$ cat config.mk
export PLATFORM = sky130hd
export DESIGN_NAME = l3_mem_controller
export DESIGN_NICKNAME = d
export VERILOG_FILES = /design/src/rtl/mem_ctrl_pkg.sv /design/src/rtl/mc_latency_counter.sv /design/src/rtl/l3_mem_controller.sv
export SDC_FILE = /design/constraint.sdc
export NUM_CORES = 1
export LEC_CHECK = 0
export BUFFER_PORTS_ARGS = -buffer_cell sky130_fd_sc_hd__buf_2
export CAP_MARGIN = 5
export CORE_UTILIZATION = 50
export CTS_CLUSTER_DIAMETER = 80
export CTS_CLUSTER_SIZE = 30
export DETAILED_ROUTE_END_ITERATION = 10
export GPL_TIMING_DRIVEN = 0
export PLACE_DENSITY = 0.88
export REMOVE_ABC_BUFFERS = 1
export SETUP_SLACK_MARGIN = 0.4
export SYNTH_ARGS = -nofsm -noshare
export SYNTH_HDL_FRONTEND = slang
export SYNTH_SLANG_ARGS = --single-unit
$ cat constraint.sdc
create_clock -name clk -period 3.66 [get_ports clk]
set_input_delay 0.732 -clock clk [delete_from_list [all_inputs] [get_ports clk]]
set_output_delay 0.732 -clock clk [all_outputs]
set_load 0.005 [all_outputs]
$ cat src/rtl/mem_ctrl_pkg.sv
// Shared types for the L3 main-memory controller: FSM states, op codes, line geometry.
// Latency/backpressure: not applicable, types only.
package mem_ctrl_pkg;

    localparam int DEF_LINE_SIZE = 16;
    localparam int OFFSET_W      = $clog2(DEF_LINE_SIZE);

    typedef enum logic [2:0] {
        IDLE,
        WAIT,
        ACCESS,
        READ_DATA,
        RESP,
        RECOVER
    } mc_state_t;

    typedef enum logic {
        OP_READ,
        OP_WRITE
    } mc_op_t;

endpackage

$ cat src/rtl/mc_latency_counter.sv
// Loadable down-counter with zero flag; times the wait before each RAM access.
// Load takes effect next cycle; decrement saturates at zero, no backpressure.
module mc_latency_counter #(
    parameter int WIDTH = 4
) (
    input  logic             clk,
    input  logic             reset_n,
    input  logic             load,
    input  logic [WIDTH-1:0] load_val,
    input  logic             dec,
    output logic [WIDTH-1:0] count,
    output logic             zero
);

    always_ff @(posedge clk or negedge reset_n) begin
        if (!reset_n) begin
            count <= '0;
        end else if (load) begin
            count <= load_val;
        end else if (dec && (count != '0)) begin
            count <= count - WIDTH'(1);
        end
    end

    assign zero = (count == '0);

endmodule

$ cat src/rtl/l3_mem_controller.sv
// Main-memory controller behind the L3: one word per request/ready handshake.
// Latency FIRST_LATENCY+3 (read) / +2 (write), BURST_LATENCY for same-line sequential words.
module l3_mem_controller
    import mem_ctrl_pkg::*;
#(
    parameter int DATA_WIDTH     = 32,
    parameter int RAM_ADDR_WIDTH = 16,
    parameter int LINE_SIZE      = DEF_LINE_SIZE,
    parameter int FIRST_LATENCY  = 8,
    parameter int BURST_LATENCY  = 2
) (
    input  logic                      clk,
    input  logic                      reset_n,
    input  logic                      mem_read,
    input  logic                      mem_write,
    input  logic [DATA_WIDTH-1:0]     mem_address,
    input  logic [DATA_WIDTH-1:0]     mem_write_data,
    output logic [DATA_WIDTH-1:0]     mem_read_data,
    output logic                      mem_ready,
    output logic                      ram_en,
    output logic                      ram_we,
    output logic [RAM_ADDR_WIDTH-1:0] ram_addr,
    output logic [DATA_WIDTH-1:0]     ram_wdata,
    input  logic [DATA_WIDTH-1:0]     ram_rdata
);

    localparam int OFF_W = $clog2(LINE_SIZE);
    localparam int CNT_W = $clog2(FIRST_LATENCY + 1);

    mc_state_t                 state;
    mc_op_t                    op_q;
    mc_op_t                    last_op;
    logic [RAM_ADDR_WIDTH-1:0] addr_q;
    logic [RAM_ADDR_WIDTH-1:0] last_addr;
    logic [DATA_WIDTH-1:0]     wdata_q;
    logic                      last_addr_valid;

    logic                      req;
    mc_op_t                    req_op;
    logic [RAM_ADDR_WIDTH-1:0] word_addr;
    logic [RAM_ADDR_WIDTH:0]   next_addr;
    logic                      seq;
    logic                      unused_addr_bits;

    logic                      cnt_load;
    logic                      cnt_dec;
    logic [CNT_W-1:0]          cnt_load_val;
    logic [CNT_W-1:0]          cnt_value;
    logic                      cnt_zero;

    assign req       = mem_read | mem_write;
    assign req_op    = mem_write ? OP_WRITE : OP_READ;
    assign word_addr = mem_address[RAM_ADDR_WIDTH+1:2];
    assign unused_addr_bits = ^{mem_address[DATA_WIDTH-1:RAM_ADDR_WIDTH+2], mem_address[1:0], cnt_value};

    // The extra carry bit keeps 0xFFFF+1 from aliasing onto word 0.
    assign next_addr = {1'b0, last_addr} + {{RAM_ADDR_WIDTH{1'b0}}, 1'b1};
    assign seq = last_addr_valid
              && (next_addr == {1'b0, word_addr})
              && (word_addr[RAM_ADDR_WIDTH-1:OFF_W] == last_addr[RAM_ADDR_WIDTH-1:OFF_W])
              && (req_op == last_op);

    assign cnt_load     = (state == IDLE) && req;
    assign cnt_dec      = (state == WAIT);
    assign cnt_load_val = seq ? CNT_W'(BURST_LATENCY - 1) : CNT_W'(FIRST_LATENCY - 1);

    mc_latency_counter #(
        .WIDTH(CNT_W)
    ) u_latency_counter (
        .clk      (clk),
        .reset_n  (reset_n),
        .load     (cnt_load),
        .load_val (cnt_load_val),
        .dec      (cnt_dec),
        .count    (cnt_value),
        .zero     (cnt_zero)
    );

    always_ff @(posedge clk or negedge reset_n) begin
        if (!reset_n) begin
            state           <= IDLE;
            op_q            <= OP_READ;
            last_op         <= OP_READ;
            addr_q          <= '0;
            last_addr       <= '0;
            wdata_q         <= '0;
            last_addr_valid <= 1'b0;
            mem_ready       <= 1'b0;
            mem_read_data   <= '0;
            ram_en          <= 1'b0;
            ram_we          <= 1'b0;
            ram_addr        <= '0;
            ram_wdata       <= '0;
        end else begin
            mem_ready <= 1'b0;
            ram_en    <= 1'b0;
            ram_we    <= 1'b0;
            case (state)
                IDLE: begin
                    if (req) begin
                        addr_q  <= word_addr;
                        wdata_q <= mem_write_data;
                        op_q    <= req_op;
                        state   <= WAIT;
                    end else begin
                        last_addr_valid <= 1'b0;
                    end
                end
                WAIT: begin
                    // Strobe is registered so it lines up with the ACCESS state.
                    if (cnt_zero) begin
                        ram_en    <= 1'b1;
                        ram_we    <= (op_q == OP_WRITE);
                        ram_addr  <= addr_q;
                        ram_wdata <= wdata_q;
                        state     <= ACCESS;
                    end
                end
                ACCESS: begin
                    if (op_q == OP_WRITE) begin
                        mem_ready <= 1'b1;
                        state     <= RESP;
                    end else begin
                        state <= READ_DATA;
                    end
                end
                READ_DATA: begin
                    mem_read_data <= ram_rdata;
                    mem_ready     <= 1'b1;
                    state         <= RESP;
                end
                RESP: begin
                    last_addr       <= addr_q;
                    last_op         <= op_q;
                    last_addr_valid <= 1'b1;
                    state           <= RECOVER;
                end
                RECOVER: begin
                    state <= IDLE;
                end
                default: begin
                    state <= IDLE;
                end
            endcase
        end
    end

endmodule

==> summary.md <==
| Metric | Value |
|---|---|
| Die W | `113.7 microns` |
| P&R area growth vs syn | `26.20%` |
| Die H | `113.7 microns` |
| CTS tree | `yes` |
| Worst EP required | `3.95 ns` |
| Core area | `12,060 sq um` |
| Setup violations, final | `0` |
| Gr ovfl total | `0` |
| Comb pwr share | `0.294` |
| Pleak | `4.177 nW` |
| Final Max Tran Viols | `0` |
| Remaining antenna violation count | `0` |
| Tot Pwr | `0.006583 W` |
| Synth top area cells | `dfrtp_1 63%, mux2_2 16%, nand2_1 8.8%` |
| CTS buffer count | `17` |
| CTS sink cnt | `157` |
| Placed cell count | `807` |
| Placer Congestion | `0.7224` |
| Ports | `183` |
| Initial drt markers | `180` |
| Critical R2R Capture | `ram_wdata[12]` |
| Port Buffer Count | `166` |
| H-tree levels | `4` |
| CP cell instances | `inv_1 -> ha_1 -> nor3b_1 -> nand2_4 -> mux2_2` |
| Setup TNS | `0 ns` |
| Crit start category | `flop` |
| Area of the die | `12,920 sq um` |
| Top Family by Delay on Critical Path | `simple AND/OR/NAND/NOR gates` |
| Final core utilization | `0.6525` |
| Synthesis-stage register bit count | `157` |
| Layout cell share with drive strength beyond 1 | `0.4554` |
| DR DRC count | `0` |
| Clock Latency Late Sink | `0.41 ns` |
| PostCTS Resize Cnt | `0` |
| DR WL/cell | `15.15 microns` |
| Crit end category | `flop` |
| Reg-to-reg startpoint | `u_latency_counter.count[0]` |
| Sequential element share of the synthesized area | `0.6300` |
| Final nets | `761` |
| Largest net degree at the start of global routing | `80` |
| Worst-path clk slew | `0.06 ns` |
| Hold_ws | `0.3479 ns` |
| Tot GR Track Use | `0.2126` |
| Status | `complete, no violations` |
| Synthesized area | `6236 sq um` |
| Most common cell after layout, fill and taps aside | `buf_2` |
| Vias per cell | `4.961` |
| # diodes | `0` |
| Achievable frequency | `0.4522 GHz` |
| Worst-path maximum fanout | `49` |
| Crit path buf inv count | `1` |
| Slowest cell on the critical path | `nand2_4` |
| Post-synth top area share | `0.6300` |
| CTS Hold Bufs | `0` |
| Relative slew slack | `0.3570` |
| P_sw | `0.002019 W` |
| Yosys top cell by area | `dfrtp_1` |
| Ys Warns | `0` |
| Dominant synthesized flop cell | `dfrtp_1` |
| Antenna violations before repair | `1` |
| Via count | `4,167` |
| Initial Utilization | `0.5170` |
| Setup slack, reg-to-reg | `1.45 ns` |
| PD cells | `836.5 nW/um^2` |
| Min-Delay Path Class | `in -> async` |
| Netlist cell types | `38` |
| Slew @ Worst Pin | `0.9603 ns` |
| First-pass GRT wire length | `21.01 mm` |
| Mapped Cells | `492` |
| Vias in the first global route | `4,377` |
| Clock Path Buffers | `2` |
| Final Instance Count excl. Fillers | `840` |
| Post-synth EDFFs | `0` |
| Sw Share | `0.3067` |
| RSZ-0062 raised after global routing | `false` |
| Syn_area_per_cell | `12.67 sq um` |
| Shortest period the worst path allows | `2.211 ns` |
| CP Class | `reg -> reg` |
| CP Data Arrival Time | `2.51 ns` |
| Total Wirelength | `12.73 mm` |
| Crit path largest cell delay | `0.51 ns` |
| Clock Root Buffer | `clkbuf_16` |
| Commonest non-fill, non-tap cells in the layout | `165 x buf_2, 157 x dfrtp_1, 147 x nand2_1` |
| Final Hold Viols | `0` |
| Cells on worst reg2reg path | `5` |
| Clk network pwr share | `0.262` |
| TritonRoute pass-1 iters | `4` |
| Async S/R FF share, synth | `1.000` |
| Clock skew | `0.005611 ns` |
| Worst vdd ir | `424.2 uV` |
| Share of total power in sequential cells | `0.444` |
| Max Cap Viol | `0` |
| Row cnt | `40` |
| Dpl hpwl | `8.824 mm` |
| P_int | `0.004564 W` |
| Final period util | `0.6042` |
| Post-CTS setup buffers | `0` |
## power groups by stage
stage          Combinational (W)  Clock, W  Sequential, W
6_report                 0.00194   0.00172        0.00293
5_1_grt                  0.00217   0.00183        0.00302
4_1_cts                  0.00197   0.00176        0.00293
3_5_place_dp             0.00196         0        0.00295
3_3_place_gp             0.00183         0        0.00287
2_1_floorplan            0.00117         0        0.00288
## metrics by stage
step,cell area [sq um],setup WS (ns)
4_1_cts,7850,1.152
6_report,7870,1.449
3_5_place_dp,7262,1.162
3_3_place_gp,7152,-0.8328
5_1_grt,7870,1.272
2_1_floorplan,6111,0.7735
## synthesized netlist by cell type, types with 2 or more instances
cell type	n
nor4_1	2
a31oi_1	2
dfrtp_1	157
nor3b_1	2
nor3_1	3
mux2_4	9
ha_1	2
nand4_1	3
nand3_1	5
nand2b_1	2
a21oi_1	2
buf_6	2
buf_2	16
nor2_1	3
xnor2_1	18
nand2_1	147
xor2_1	3
clkbuf_1	4
a2bb2oi_1	2
inv_1	3
mux2_2	88
## flip-flops by register name (all words and copies together), names as in the netlist
| register | count |
|---|---|
| ram_we | 1 |
| last_addr_valid | 1 |
| mem_read_data | 32 |
| ram_en | 1 |
| mem_ready | 1 |
| op_q | 1 |
| state | 3 |
| last_addr | 16 |
| ram_addr | 16 |
| addr_q | 16 |
| wdata_q | 32 |
| ram_wdata | 32 |
| u_latency_counter.count | 4 |
| last_op | 1 |
## per-layer routing
layer	vias to the layer above	GRT usage	wire (microns)
li1	1966	-	-
met5	-	0	0
met2	137	0.3691	6298
met4	0	0.08947	235
met3	19	0.05313	760
met1	2045	0.2523	5431
## cell families after synthesis
group,share of synthesized area
AO/OA/AOI/OAI,0.01505
multiplexers,0.1822
flip-flops,0.6300
adder cells (fa/ha/maj),0.004012
AND/OR/NAND/NOR,0.1174
buffers and inverters,0.02187
XOR/XNOR,0.02949
## final cells by class
class	count	area, sq um
inverters	3	11.26
fillers	872	4192
multi-input cells	309	2193
repair buffers	171	938.4
clock buffers	22	474.2
well taps	168	210.2
clock inverters	10	113.9
flip-flops and latches	157	3929
## how the worst max path moves through the flow
stage | startpoint | endpoint | slack [ns] | cells past startpoint
finish | u_latency_counter.count[0] | ram_wdata[12] | 1.45 | 5
detailed placement | u_latency_counter.count[0] | ram_wdata[12] | 1.16 | 5
floorplan | mem_read | u_latency_counter.count[2] | 0.77 | 3
CTS | u_latency_counter.count[0] | ram_wdata[12] | 1.15 | 5
global placement | mem_write | u_latency_counter.count[2] | -0.83 | 4
global route | u_latency_counter.count[0] | ram_addr[14] | 1.27 | 5
(Power assumes the default switching activity.)
